--- src/rtl/lock_display_scan.sv ---
// rtl/lock_display_scan.sv - 4-digit seven-segment scan driver for the lock display
// Picks per-digit glyph codes from lock/entry status and scans active-low anodes.
module lock_display_scan #(
  parameter int REFRESH_DIV  = 100000,
  parameter int BLINK_FRAMES = 32,
  parameter int ERR_FRAMES   = 128
) (
  input  logic        clk,
  input  logic        rst_n,
  input  logic        locked,
  input  logic        entry_active,
  input  logic [2:0]  entry_count,
  input  logic [15:0] entry_digits,
  input  logic        bad_attempt,
  output logic [4:0]  seven_in,
  output logic [3:0]  an,
  output logic        frame_tick
);

  localparam int CW = $clog2(REFRESH_DIV);
  localparam int BW = (BLINK_FRAMES > 1) ? $clog2(BLINK_FRAMES) : 1;
  localparam int EW = $clog2(ERR_FRAMES + 1);
  localparam logic [CW-1:0] SLOT_LAST  = CW'(REFRESH_DIV - 1);
  localparam logic [BW-1:0] BLINK_LAST = BW'(BLINK_FRAMES - 1);
  localparam logic [EW-1:0] ERR_LOAD   = EW'(ERR_FRAMES);
  localparam logic [4:0]    G_BLANK    = 5'b11001;
  localparam logic [4:0]    G_DASH     = 5'b11111;

  typedef enum logic [1:0] {CLSD, ENTRY, OPEN, ERR} mode_t;

  mode_t         r_mode;
  logic [CW-1:0] r_cnt;
  logic [1:0]    r_idx;
  logic [BW-1:0] r_bcnt;
  logic          r_blink;
  logic [EW-1:0] r_err;
  logic          r_pend;
  logic [4:0]    r_seven;
  logic [3:0]    r_an;
  logic          r_tick;

  logic          w_frame_end;
  logic [2:0]    w_n;
  logic [3:0]    w_nib;
  logic [4:0]    w_glyph;
  mode_t         w_home;

  assign w_frame_end = (r_cnt == SLOT_LAST) && (r_idx == 2'd3);
  assign w_n         = (entry_count > 3'd4) ? 3'd4 : entry_count;
  assign w_home      = !locked ? OPEN : (entry_active ? ENTRY : CLSD);

  always_comb begin
    w_nib = 4'h0;
    case (r_idx)
      2'd0: w_nib = entry_digits[15:12];
      2'd1: w_nib = entry_digits[11:8];
      2'd2: w_nib = entry_digits[7:4];
      2'd3: w_nib = entry_digits[3:0];
      default: w_nib = 4'h0;
    endcase
  end

  always_comb begin
    w_glyph = G_BLANK;
    case (r_mode)
      CLSD: w_glyph = {3'b100, r_idx};
      OPEN: begin
        case (r_idx)
          2'd0: w_glyph = 5'b00000;
          2'd1: w_glyph = 5'b10111;
          2'd2: w_glyph = 5'b01110;
          default: w_glyph = 5'b11000;
        endcase
      end
      ERR: w_glyph = G_DASH;
      ENTRY: begin
        if ({1'b0, r_idx} < w_n)
          w_glyph = {1'b0, w_nib};
        else if ({1'b0, r_idx} == w_n)
          w_glyph = r_blink ? G_DASH : G_BLANK;
        else
          w_glyph = G_BLANK;
      end
      default: w_glyph = G_BLANK;
    endcase
  end

  // Mode only moves at the frame boundary so a frame never mixes two messages.
  always_ff @(posedge clk or negedge rst_n) begin
    if (!rst_n) begin
      r_mode  <= CLSD;
      r_cnt   <= '0;
      r_idx   <= 2'd0;
      r_bcnt  <= '0;
      r_blink <= 1'b0;
      r_err   <= '0;
      r_pend  <= 1'b0;
      r_seven <= G_BLANK;
      r_an    <= 4'b1111;
      r_tick  <= 1'b0;
    end else begin
      r_tick  <= w_frame_end;
      r_an    <= (r_cnt == '0) ? 4'b1111 : ~(4'b1000 >> r_idx);
      r_seven <= w_glyph;
      if (r_cnt == SLOT_LAST) begin
        r_cnt <= '0;
        r_idx <= r_idx + 2'd1;
      end else begin
        r_cnt <= r_cnt + 1'b1;
      end
      if (w_frame_end) begin
        r_pend <= bad_attempt;
        if (r_bcnt == BLINK_LAST) begin
          r_bcnt  <= '0;
          r_blink <= ~r_blink;
        end else begin
          r_bcnt <= r_bcnt + 1'b1;
        end
        if (r_pend) begin
          r_mode <= ERR;
          r_err  <= ERR_LOAD;
        end else if (r_mode == ERR && r_err > EW'(1)) begin
          r_err <= r_err - 1'b1;
        end else begin
          r_mode <= w_home;
          r_err  <= '0;
        end
      end else if (bad_attempt) begin
        r_pend <= 1'b1;
      end
    end
  end

  assign seven_in   = r_seven;
  assign an         = r_an;
  assign frame_tick = r_tick;

endmodule

--- config.mk ---
export PLATFORM = sky130hd
export DESIGN_NAME = lock_display_scan
export DESIGN_NICKNAME = d
export VERILOG_FILES = /design/src/rtl/lock_display_scan.sv
export SDC_FILE = /design/constraint.sdc
export NUM_CORES = 1
export LEC_CHECK = 0
export ABC_CLOCK_PERIOD_IN_PS = 3500
export CORE_UTILIZATION = 49
export CTS_BUF_LIST = sky130_fd_sc_hd__clkbuf_4 sky130_fd_sc_hd__clkbuf_8 sky130_fd_sc_hd__clkbuf_16
export DETAILED_ROUTE_END_ITERATION = 7
export PLACE_DENSITY = 0.82
export SLEW_MARGIN = 5
export SYNTH_ARGS = -nofsm -noshare
export SYNTH_HDL_FRONTEND = slang
export SYNTH_SLANG_ARGS = --single-unit
--- constraint.sdc ---
create_clock -name clk -period 3.5 [get_ports clk]
set_clock_uncertainty 0.05 [all_clocks]
set_input_delay 0.7 -clock clk [delete_from_list [all_inputs] [get_ports clk]]
set_output_delay 0.7 -clock clk [all_outputs]
set_load 0.01 [all_outputs]
# After elaboration in Yosys (flattened, before gate mapping)
# Cells that the tools add are included.
# totals
register_bits	46
mem_count	0
ramBits	0
wordCells	56
latchBits	0
rom_bits	0
input_bits	24
out_inout_bits	10
# op_classes
bitwise_logic	2
n_div	0
shifts	1
n_reduce_logical	8
multipliers	0
n_lt_le_gt_ge	3
n_eq_ne	10
n_addsub	4
muxes	18
# op_table
cell	n
$pmux 5 s4	1
$add 17x1->17 const B	1
$eq 17x17->1 const B	1
$logic_not 17->1	1
$mux 17	1
$mux 8	2
$pmux 4 s4	1
$pmux 5 s3	1
$mux 5	2
$mux 3	3
$eq 2x2->1 const B	4
$gt 8x1->1 const B	1
$sub 8x1->8 const B	1
$mux 2	3
$add 5x1->5 const B	1
$eq 5x5->1 const B	1
$eq 2x1->1 const B	2
$logic_not 2->1	2
$mux 4	1
$not 4->4	1
$reduce_and 2->1	2
$shr 4x2->4 const A	1
$eq 2x3->1	1
$gt 3x3->1 const B	1
other kinds (7)	10

# Longest topological paths before layout
# Gate-level depths: netlist (run 1).
# logic_depth
word_depth	6
ltp_mapped	7
ltp_nobuf	6

# Least setup slack after synthesis (run 1)
# Ideal clock, no wire load.
# synth_timing
path_kind	register to register
start	register r_err[0]
end	register r_err[6]
slack_ps	1602
period_less_slack_ps	1898
n_path_buf	0
setup_time_ps	87
t_required_ps	3363
stages_incl_launch_ff	7
t_arrival_ps	1762
path_cell_list	dfrtp_1 > inv_1 > ha_1 > or2_2 > a31oi_4 > or3b_1 > o211ai_1
# synth_via
elab_chain_len	4
elab_cells_between_ends	5
classes_between	1 x add/sub; 1 x order compare; 2 x mux; 1 x reduce/logical
# synth_lines
item	line	rtl
start, declared	36	logic [EW-1:0] r_err;
start signal, assigned	123	r_err <= r_err - 1'b1;
$gt 8x1->1	122	end else if (r_mode == ERR && r_err > EW'(1)) begin
$logic_and 1x1->1	122	
$mux 8 *	122	
$mux 8 *	119	if (r_pend) begin
# Mark *: on every way between the ends. The rest lies on a longest branch, timed or not.
# A chain may end at the register's enable or synchronous reset.

# Worst setup path after layout (run 1)
# layout_timing
start	register r_cnt[0]
end	register r_bcnt[1]
# layout_via
elab_chain_len	2
# layout_lines
item	line	rtl
start, declared	32	logic [CW-1:0] r_cnt;
start signal, assigned	109	r_cnt <= r_cnt + 1'b1;
$eq 17x17->1	48	assign w_frame_end = (r_cnt == SLOT_LAST) && (r_idx == 2'd3);
$logic_and 1x1->1	48	
end signal, assigned	117	r_bcnt <= r_bcnt + 1'b1;
end, declared	34	logic [BW-1:0] r_bcnt;
# No other way between the ends.

==> results of run 1 <==
==> worst max path at each step <==
stage                               from          end  slack, ns  cells past startpoint
after floorplan                 r_err[0]     r_err[6]       1.60                      6
after global placement    entry_count[2]  seven_in[1]       1.05                      7
after detailed placement  entry_count[2]  seven_in[1]       1.00                      7
after CTS                       r_cnt[0]    r_bcnt[1]       1.24                      5
after global routing            r_cnt[0]    r_bcnt[1]       1.08                      5
final                           r_cnt[0]    r_bcnt[1]       1.24                      5
==> state kept, by name (all words and copies together), names as in the netlist <==
| register | flops |
|---|---|
| seven_in | 5 |
| an | 4 |
| r_pend | 1 |
| r_idx | 2 |
| r_blink | 1 |
| r_bcnt | 5 |
| r_err | 8 |
| frame_tick | 1 |
| r_cnt | 17 |
| r_mode | 2 |
==> layer usage <==
metal	global-route usage, %	vias up
met1	26.22	941
met3	5.075	10
met2	33.13	77
li1	-	969
met4	8.974	0
met5	0	-
==> where the power goes <==
group / switching, W / internal (W)
sequential: 0.00000293 / 0.000537
combinational: 0.0000228 / 0.0000343
clock: 0.000189 / 0.000144
total: 0.000215 / 0.000715
==> kinds of logic (layout without fill, tap and decap cells) <==
logic type | Yosys count | count (layout)
muxes | 7 | 7
DFF | 46 | 46
and+or+nand+nor | 93 | 93
buffers and inverters | 21 | 55
adders and majority gates | 14 | 14
xor gates and xnor gates | 15 | 15
AOI/OAI and AO/OA | 50 | 50
==> metrics by stage <==
stage / setup WS [ns] / util [%]
after floorplan: 1.602 / -
after global routing: 1.080 / 61.83
after detailed placement: 1.002 / 59.90
final: 1.238 / 61.83
after CTS: 1.240 / 61.83
after global placement: 1.048 / 59.90
==> cell usage after synthesis (3+ instances only) <==
cell	count	area (um2)
dfrtp_1	39	975.9
o21ai_0	15	75.07
ha_1	14	175.2
nand2_1	14	52.55
nor2_1	14	52.55
inv_1	13	48.80
nand3_1	10	50.05
a21oi_1	8	40.04
nand2b_1	8	50.05
nand4_1	8	50.05
xnor2_1	8	70.07
dfstp_2	7	183.9
xor2_1	7	61.31
and4_1	6	52.55
o31ai_1	6	45.04
a211oi_1	5	37.54
nor3_1	5	25.02
a222oi_1	4	40.04
and2_1	4	25.02
clkbuf_1	4	15.01
mux2_2	4	45.04
nor4_1	4	25.02
a31oi_1	3	18.77
buf_4	3	22.52
nor4b_1	3	26.28
or3_1	3	18.77
==> area by class of cell <==
type	count	area share (%)
Timing Repair Buffer	34	11.10
Sequential cell	46	38.69
Inverter	13	1.628
Tap cell	67	2.796
Multi-Input combinational cell	179	42.65
Clock buffer	5	2.295
Clock inverter	3	0.8347
==> worst register-to-register path, stage by stage (launching register included) <==
cell     delay [ns]
dfrtp_1        0.41
ha_1           0.22
and4_1         0.39
and4_1         0.51
nand2_2        0.23
mux2_2         0.34
==> flow_results.org, run 1 <==
** Logic synthesis
- Of the total synthesized cell area, the portion taken by AND, OR, NAND and NOR gates is 21.66%.
- Predominant post-synthesis flop cell :: dfrtp_1
- Compound-gate portion of the synthesized area :: 13.60%
- Syn Inst Count :: 246
- Number of enable-type register cells in the synthesized netlist :: 0
- Synthesis instantiated 48 different standard cells from the library.
- Syn nets :: 284
- Async SR Flop Fraction :: 100.0%
- The portion of synthesized area spent on multiplexers is 3.165%.
- For this run, the number of Yosys warnings is 0.
- After synthesis the netlist holds a flip-flop and latch count of 46.
- Share of synthesized cell area in full adder, half adder and majority cells :: 6.924%
- Of the total synthesized cell area, the portion taken by XOR and XNOR cells is 5.193%.
- Sequential area share after synthesis :: 45.85%
- Main combinational cell family by area after synthesis :: simple AND/OR/NAND/NOR gates
- The cell area that synthesis handed to floorplanning was 0.002530 mm2.
- Syn avg cell area :: 10.28 um2

** Final layout
- Highest-count cells in the layout ignoring fill and taps :: dfrtp_1 (39), clkdlybuf4s50_1 (32), o21ai_0 (15)
- Leaving out fill and tap cells, the most frequent cell in the layout is dfrtp_1.
- Combined flip-flop and latch cell area :: 0.001160 mm2
- Post-layout instance count excluding filler cells :: 347
- Diodes inserted :: 0
- After the last flow step, the layout net total stands at 317.
- Share of final-layout standard cells stronger than drive strength 1 :: 10.00%
- Multi-input logic area :: 0.001279 mm2
- The filler cells instantiated in the layout total 385.
- After routing the design area is 0.002998 mm2.
- Relative to the synthesized area, the layout overhead comes to 18.50%.

** Drt
- The first detailed-routing pass ran for 4 iterations.
- Met1 routed wirelength after detailed routing :: 2302 um
- Across all layers, the routed design uses 1997 vias.
- The routed design uses 2448 um of met2 wire.
- In this run the top signal layer used is met4.
- Final antenna-violating net count :: 0
- In the routed design, unresolved DRC markers number 0.
- Vias per cell :: 5.755
- Final WL :: 5207 um
- Average wire length per cell after detail routing :: 15.01 um
- Wire length on met3 :: 373 um
- In this run, the number of DRC markers left after iteration 0 of detailed routing was 319.

** STA
- Timing would allow up to 0.4420 GHz.
- In this run the tightest slew margin relative to its limit is 33.94%.
- The worst path uses 64.64% of the clock period.
- Worst hold margin :: 0.4285 ns
- Worst Tran Pin Value :: 0.9909 ns
- Unrepaired setup endpoints after global routing :: no
- The smallest clock period supported by the final layout is computed as 2.262 ns.
- The count of endpoints failing hold in the final timing report is 0.
- Setup tns final :: 0 ns
- Total setup violations reported at the end of the flow :: 0
- The max-slew violation count was 0.

** CTS
- Counting along the longest clock path gives a buffer depth of 2.
- Buffers added to address setup during post-CTS repair amount to 0.
- TritonCTS built the clock tree.
- Cell chosen for the clock root :: clkbuf_8
- Clock Pin Slew Worst Setup and Hold Paths :: 0.09 ns
- The tree built by TritonCTS fans out to 46 sinks.
- For the worst-skew pair, the clock arrives at the later sink with an insertion delay of 0.30 ns.
- For this design, the CTS-stage hold fixing added 0 buffers.
- After clock tree synthesis, the repair step resized 0 gates.
- Buffers inserted during clock tree synthesis total 5.
- CTS built an H-tree with a depth of 2.

** Setup path
- Crit Path Max Fanout :: 9
- In this run the critical register-to-register path is launched from r_cnt[0].
- Reg2Reg Setup Slack :: 1.24 ns
- Signal arrival time at the worst endpoint :: 2.40 ns
- The worst setup path is of the flop to flop kind.
- For the worst setup path, the data required time is 3.64 ns.
- Cell family with most CP delay :: simple AND/OR/NAND/NOR gates
- For the worst flop-to-flop path, the logic depth is 5.
- Buffer and inverter count on the worst path :: 0
- Critical register-to-register path endpoint :: r_bcnt[1]
- Traced cell by cell, the critical path runs through ha_1 > and4_1 > and4_1 > nand2_2 > mux2_2.
- For this design, the slowest cell found on the critical path is and4_1.
- Critical path startpoint category :: flop
- Among the stages of the critical path, the cell type that occurs most often is and4_1.
- On the worst path, the slowest cell contributes a delay of 0.51 ns.
- The worst setup path is captured at a flop.

** Global routing
- Global routing used 20.58% of the available tracks across all layers.
- The first global-routing pass estimated 8452 um of wire.
- Number of antenna violations at the first check in global routing :: 0
- Congestion Overflow GR :: 0
- The number of global-route vias before repair was 1867.
- Entering global routing, the biggest net connects 47 pins.

** Floorplan
- The floorplan step set the die height to 73.86 um.
- Die X :: 73.86 um
- In this run the core area contains 25 standard-cell rows.
- Core area :: 0.004848 mm2
- Initial core utilization :: 52.18%
- The die covers 0.005455 mm2.
- During I/O placement, the number of pins put on the boundary was 34.

** Pwr
- Post-layout power :: 0.0009301 W
- Lkg Pwr :: 1.253 nW
- Dividing total power by cell area gives a power density of 310.3 mW/mm2.
- Across the VDD grid, the largest voltage drop is 0.0001997 V.

** Placement
- At the end of routability-driven placement, the weighted congestion stood at 0.8563.
- Count of placed standard cells including taps :: 339
- Input and output buffers added on the ports amount to 33.
- Post-place instance area :: 0.002904 mm2
- The HPWL after detailed placement is 3687 um.

** Run
- Across the run, the number of max-cap violations was 0.

** Hold path
- Origin of the worst min-delay path :: r_blink
- Counting instances, the worst hold path has a depth of 1.
- The path class of the tightest hold or removal check is flop to flop.
- The worst hold path terminates at r_blink.

** Run status
- Status :: finished clean
Note: power is estimated with default switching activity, not from simulation.
==> run 2: changes to the inputs <==
ABC_CLOCK_PERIOD_IN_PS = 1900   (was 3500)
PLACE_DENSITY = 0.85   (was 0.82)
clock period = 1.9 ns   (was 3.5 ns; I/O delays follow)
==> run 2 against run 1 <==
  * Power up 120%
  * Sequential share of layout area fell by 4.2 points
  * Final area grew 12%
  * First-iteration DRC count fell by 57%
  * Worst hold slack worse by 0.34 ns
  * Wire length rose by 16%
  * Critical path type unchanged
  * Die area is the same
==> flow_results.org, run 2 (synthesized netlist as in run 1, its figures left out) <==
** Pwr
- Power density over the cells :: 597.3 mW/mm2
- Summed over all cells, the static leakage comes to 1.461 nW.
- Post-layout power :: 0.002008 W
- Of the total power, the share spent switching nets is 19.28%.
- Largest vdd supply drop :: 0.0004363 V
- In this run the power spent charging and discharging nets is 0.0003873 W.
- Combinational logic burns 6.0% of the power.
- Cell Int Power :: 0.001621 W
- Clock network power share :: 44.6%
- Registers are responsible for 49.4% of the overall power.

** Setup path
- By startpoint and endpoint, the worst setup path is classified as flop to flop.
- At the worst endpoint, the arrival time is 1.98 ns.
- CP Capture Type :: flop
- Walking the worst path, the cells encountered are nor4_4 > a31oi_4 > or3_4 > mux2_4.
- Critical Path Slowest Stage Cell :: dfrtp_1
- Crit Path Max Fanout :: 6
- Crit-path max cell delay :: 0.46 ns
- Required time reported for the critical path endpoint :: 2.04 ns
- STA classifies the critical path startpoint as a flop.

** Floorplan
- The die is 73.86 um wide.
- Boundary Pins :: 34
- Num rows :: 25
- Full die area :: 0.005455 mm2
- The die is 73.86 um tall.
- The total area inside the core boundary comes to 0.004848 mm2.
- Once the floorplan was initialized, standard cells occupied 52.18% of the core.

** Hold path
- In this run the worst hold path is classified as input port to asynchronous set/reset pin.

** Global routing
- The number of global-route vias before repair was 2134.
- Maximum number of pins on one net before global-route repair :: 47
- The total overflow left after global routing is 0.
- Total routing usage reported by global routing :: 23.35%
- Number of antenna violations at the first check in global routing :: 0
- The first global-routing pass estimated 9515 um of wire.

** Final layout
- Multi-input logic area :: 0.001339 mm2
- Summing all non-filler instances in the final layout gives an area of 0.003362 mm2.
- Leaving out fill and tap cells, the most frequent cell in the layout is dfrtp_1.
- 0 antenna diodes ended up in the layout.
- NumNets Final :: 351
- The register with the most flip-flops in the final layout is r_cnt.
- Relative to the synthesized area, the layout overhead comes to 32.89%.
- Flip-flop count of the largest register after layout :: 17
- Share of final-layout standard cells stronger than drive strength 1 :: 23.89%
- Number of filler cells placed in the layout :: 346
- Across the whole layout, storage elements account for 0.001160 mm2.
- Leaving out fill and tap cells, the most frequent cells in the layout are dfrtp_1 (39), buf_4 (35), clkdlybuf4s50_1 (32).
- Top flop regs :: r_cnt (17), r_err (8)

** STA
- Setup repair after global routing could not meet its margin everywhere.
- Subtracting the final worst setup slack from the clock period gives 1.841 ns.
- Fraction of the cycle the final worst path needs :: 96.92%
- Setup violations remaining at the end of the flow were counted as 0.
- Final slew viol count :: 0
- Total count of hold-check failures in the final report :: 0
- For this run, the top clock speed supported by timing is 0.5431 GHz.
- Worst path setup slack after routing :: 0.05855 ns
- Worst Tran Pin Value :: 0.5714 ns
- Headroom to the max-slew limit came out at 61.91%.

** Drt
- In the final routed layout, each cell accounts on average for 15.88 um.
- Final antenna-violating net count :: 0
- In this run, the number of DRC markers left after iteration 0 of detailed routing was 137.
- First drt pass iteration count :: 5
- Final WL :: 6050 um
- Vias per cell :: 5.761
- Remaining DRCs :: 0
- Total via count in the routed design :: 2195

** Placement
- Placer's final routability congestion estimate :: 0.8692
- Post-place instance area :: 0.003159 mm2
- Prior to clock tree synthesis, the placed netlist has a worst setup slack of -0.2276 ns.
- The count of buffers added on input and output ports is 33.
- The wire-length estimate of the detail-placed layout is 4206 um.

** CTS
- Number of buffers added by the clock tree synthesis step :: 5
- Clk_lat worst skew :: 0.31 ns
- Clock Pin Slew Worst Setup and Hold Paths :: 0.09 ns
- Quantity of hold-fixing buffers added after cts :: 0
- No sink is reached through more buffers than the 2 on the longest clock path.
- TritonCTS built the clock tree.
- Cell chosen for the clock root :: clkbuf_8
- CTS H-tree lvls :: 2
- Counting every sink on the clock net gives 46.

** Run status
- The run finished with clean final reports.

** Run
- Across the run, the number of max-cap violations was 0.
run 2: cell types whose count changed in the layout (fill, tap and decap cells not counted), sizes merged:
cell	change
clkinvlp	-1
inv	-1
buf	+34
bufinv	+2
clkbuf	+1
clkinv	-1
run 2: repair_timing:
action                     4_1_cts  5_1_grt
gates resized for setup          2       17
buffers inserted                 0        0
setup endpoints to repair        2       11
run 2: final cells by class:
type | instances | area share (%)
clock inverter | 2 | 1.786
inverter | 13 | 1.451
clock buffer | 6 | 2.456
timing repair buffer | 68 | 17.49
tap | 67 | 2.493
multi-input combinational | 179 | 39.82
sequential | 46 | 34.50
run 2: routing by layer:
metal	wire, um	global-route usage (%)
met1	2514	27.26
met2	3120	41.49
met3	326	5.624
met4	89	8.333
met5	0	0
run 2: critical path: cells and delay by family, from the launching register on:
family / cells / cell delay [ns]
and+or+nand+nor: 2 / 0.76
muxes: 1 / 0.30
DFF: 1 / 0.46
AOI/OAI and AO/OA: 1 / 0.16
run 2: final timing paths:
path                       startpoint          end  depth (start not counted)  slack (ns)
max in group asynchronous       rst_n  seven_in[4]                          2        1.31
hold reg to reg               r_blink      r_blink                          1        0.45
setup reg to reg             r_err[4]    r_mode[1]                          4        0.06
min in group clk              r_blink      r_blink                          1        0.45
setup / recovery             r_err[4]    r_mode[1]                          4        0.06
hold / removal                  rst_n     r_cnt[4]                          2        0.09
run 2: power by group through the flow:
stage          Sequential (W)  Clock (W)  Combinational, W
2_1_floorplan         0.00101          0         0.0000224
3_3_place_gp          0.00101          0          0.000115
3_5_place_dp          0.00101          0          0.000120
4_1_cts              0.000992   0.000905          0.000121
5_1_grt              0.000993   0.000947          0.000132
6_report             0.000992   0.000896          0.000121
run 2: stage by stage:
stage          util, %  setup TNS, ns  instances  hold WS [ns]
3_3_place_gp     65.16        -0.2795        373        0.4326
6_report         69.34              0        381       0.08634
2_1_floorplan        -              0        246       0.03441
4_1_cts          68.28              0        381        0.1140
3_5_place_dp     65.16        -0.8804        373        0.4378
5_1_grt          69.34        -0.1610        381        0.1356
==> run 3: changes to the inputs <==
SKIP_CTS_REPAIR_TIMING = 1   (was unset)
==> run 3 against run 2 <==
  * Maximum frequency increased by 0.27%
  * Die area did not move
  * Largest cell class unchanged
  * Clock power hardly changed
  * Final cell count unchanged
  * Sequential power is essentially flat
  * Core utilization did not move
  * Highest routed layer unchanged
  * Critical path type unchanged
  * Final area is the same
  * Wire length barely moved
  * Via count is 0.91% higher
==> flow_results.org, run 3 (synthesized netlist as in run 1, its figures left out) <==
** Final layout
- The sequential cells in the finished layout cover a total of 0.001160 mm2.
- The area growth from synthesis to layout is 32.89%.
- Number of filler cells placed in the layout :: 346
- Register with the most flip-flops :: r_cnt
- Leaving out fill and tap cells, the most frequent cell in the layout is dfrtp_1.
- 0 antenna diodes ended up in the layout.
- The library cells used most frequently in the layout, excluding fill and tap cells, are dfrtp_1 (39), buf_4 (35), clkdlybuf4s50_1 (32).
- The register with the most flip-flops in the layout has 17 of them.
- Top flop regs :: r_cnt (17), r_err (8)
- Multi-input logic area :: 0.001339 mm2
- Core occupancy in the finished layout :: 69.34%
- The post-route netlist has 23.89% of its cells at a drive strength greater than 1.
- For this run, the post-layout net count is 351.

** CTS
- After clock tree synthesis, the clock-pin slew on the worst setup and hold paths is 0.09 ns.
- Cell chosen for the clock root :: clkbuf_8
- In this run the deepest clock path goes through 2 buffers.
- Clk_lat worst skew :: 0.31 ns
- Clock tree synthesis inserted a total of 5 buffers.
- CTS H-tree lvls :: 2
- Number of sinks on the clock net :: 46
- TritonCTS built the clock tree.

** Global routing
- First-pass GRT wire length :: 9515 um
- The number of global-route vias before repair is 2134.
- Total routing usage reported by global routing :: 23.35%
- Number of antenna violations at the first check in global routing :: 0
- Entering global routing, the biggest net connects 47 pins.
- For this run the aggregate overflow at the end of global routing stands at 0.

** Pwr
- NetSw :: 0.0003909 W
- Lkg Pwr :: 1.461 nW
- Overall power consumption after layout is estimated at 0.002012 W.
- Combinational fraction of design power :: 6.0%
- Cell Int Power :: 0.001621 W
- Net switching is 19.43% of the power.
- Power density over the cells :: 598.5 mW/mm2
- IR analysis of the VDD net gives a maximum drop of 0.0004369 V.
- Part of the total power dissipated in sequential elements :: 49.3%
- Clock network power share :: 44.7%

** Run
- MaxCap Viol Count :: 0

** Setup path
- For the worst setup path, the data arrival time is 1.98 ns.
- Setup Crit Path Kind :: flop to flop
- Required time reported for the critical path endpoint :: 2.04 ns
- Crit Path Max Fanout :: 2
- STA classifies the critical path endpoint as a flop.
- STA classifies the critical path startpoint as a flop.

** Drt
- The detail route stage leaves a number of antenna-violating nets equal to 0.
- Vias per cell :: 5.814
- The first TritonRoute pass finished after 5 iterations.
- Average wire length per cell after detail routing :: 15.88 um
- Final WL :: 6049 um
- Total via count in the routed design :: 2215
- The first routing iteration left 144 violations.
- In the routed design, unresolved DRC markers number 0.

** Placement
- The HPWL after detailed placement is 4206 um.
- Placer's final routability congestion estimate :: 0.8692
- I/O Buffers :: 33

** STA
- Setup violations remaining at the end of the flow were counted as 0.
- Unrepaired setup endpoints after global routing :: yes
- Relative max-transition margin :: 61.59%
- The smallest clock period supported by the final layout is computed as 1.836 ns.
- For the pin with the worst max-slew slack, the measured transition is 0.5762 ns.
- Total count of hold-check failures in the final report :: 0
- Top achievable clock speed :: 0.5445 GHz
- Fraction of the cycle the final worst path needs :: 96.66%
- The max-slew violation count came to 0.

** Floorplan
- Initial core utilization :: 52.18%
- The initialized floorplan defines 25 standard-cell rows.
- For this design the top-level I/O count stands at 34.
- Die X :: 73.86 um
- Measured along the y axis, the die boundary spans 73.86 um.
- The floorplan step defined a die boundary enclosing 0.005455 mm2.
- The core region is 0.004848 mm2.

** Hold path
- Worst hold-check path type :: input port to asynchronous set/reset pin

** Run status
- The run finished with clean final reports.
## run 3: cell counts in the layout (fill, tap and decap cells not counted)
Identical to the previous run, type by type.
## run 3: layout make-up
cell class                      count  area share (%)
Multi-Input combinational cell    179           39.82
Sequential cell                    46           34.50
Timing Repair Buffer               68           17.49
Tap cell                           67           2.493
Clock buffer                        6           2.456
Clock inverter                      2           1.786
Inverter                           13           1.451
## run 3: critical path: stages (launching register included)
cell     delay (ns)
dfrtp_1        0.40
nor4b_2        0.28
buf_4          0.16
nand4_1        0.13
or3_4          0.40
mux2_4         0.30
## run 3: power by group through the flow
stage	logic, W	clock network (W)	registers [W]
after CTS	0.000121	0.000905	0.000992
after detailed placement	0.000120	0	0.00101
final	0.000121	0.000899	0.000992
after global placement	0.000115	0	0.00101
after global routing	0.000132	0.000947	0.000993
after floorplan	0.0000224	0	0.00101
## run 3: metrics by stage
stage	worst slack [ns]	instances	hold slack, ns	setup TNS [ns]	cell area, um2
final	0.06354	381	0.08995	0	3362
after detailed placement	-0.2276	373	0.4378	-0.8804	3159
after global placement	-0.08184	373	0.4326	-0.2795	3159
after floorplan	0.001505	246	0.03441	0	2530
after CTS	-0.008608	381	0.1140	-0.01581	3302
after global routing	-0.06517	381	0.1356	-0.1610	3362
## run 3: worst paths after layout
| check | cells past startpoint | to | slack (ns) | from |
|---|---|---|---|---|
| worst min-delay path | 2 | r_cnt[4] | 0.09 | rst_n |
| worst max-delay path | 5 | r_mode[1] | 0.06 | r_cnt[5] |
| max in group asynchronous | 2 | seven_in[3] | 1.31 | rst_n |
| worst max register to register | 5 | r_mode[1] | 0.06 | r_cnt[5] |
| min in group clk | 1 | r_blink | 0.45 | r_blink |
| worst min register to register | 1 | r_blink | 0.45 | r_blink |
## run 3: metal layers
layer | GRT usage (%) | up-vias | share of wire [%]
met5 | 0 | - | 0
li1 | - | 1043 | -
met1 | 27.26 | 1088 | 41
met3 | 5.624 | 7 | 6.1
met4 | 8.333 | 0 | 1.3
met2 | 41.49 | 77 | 52
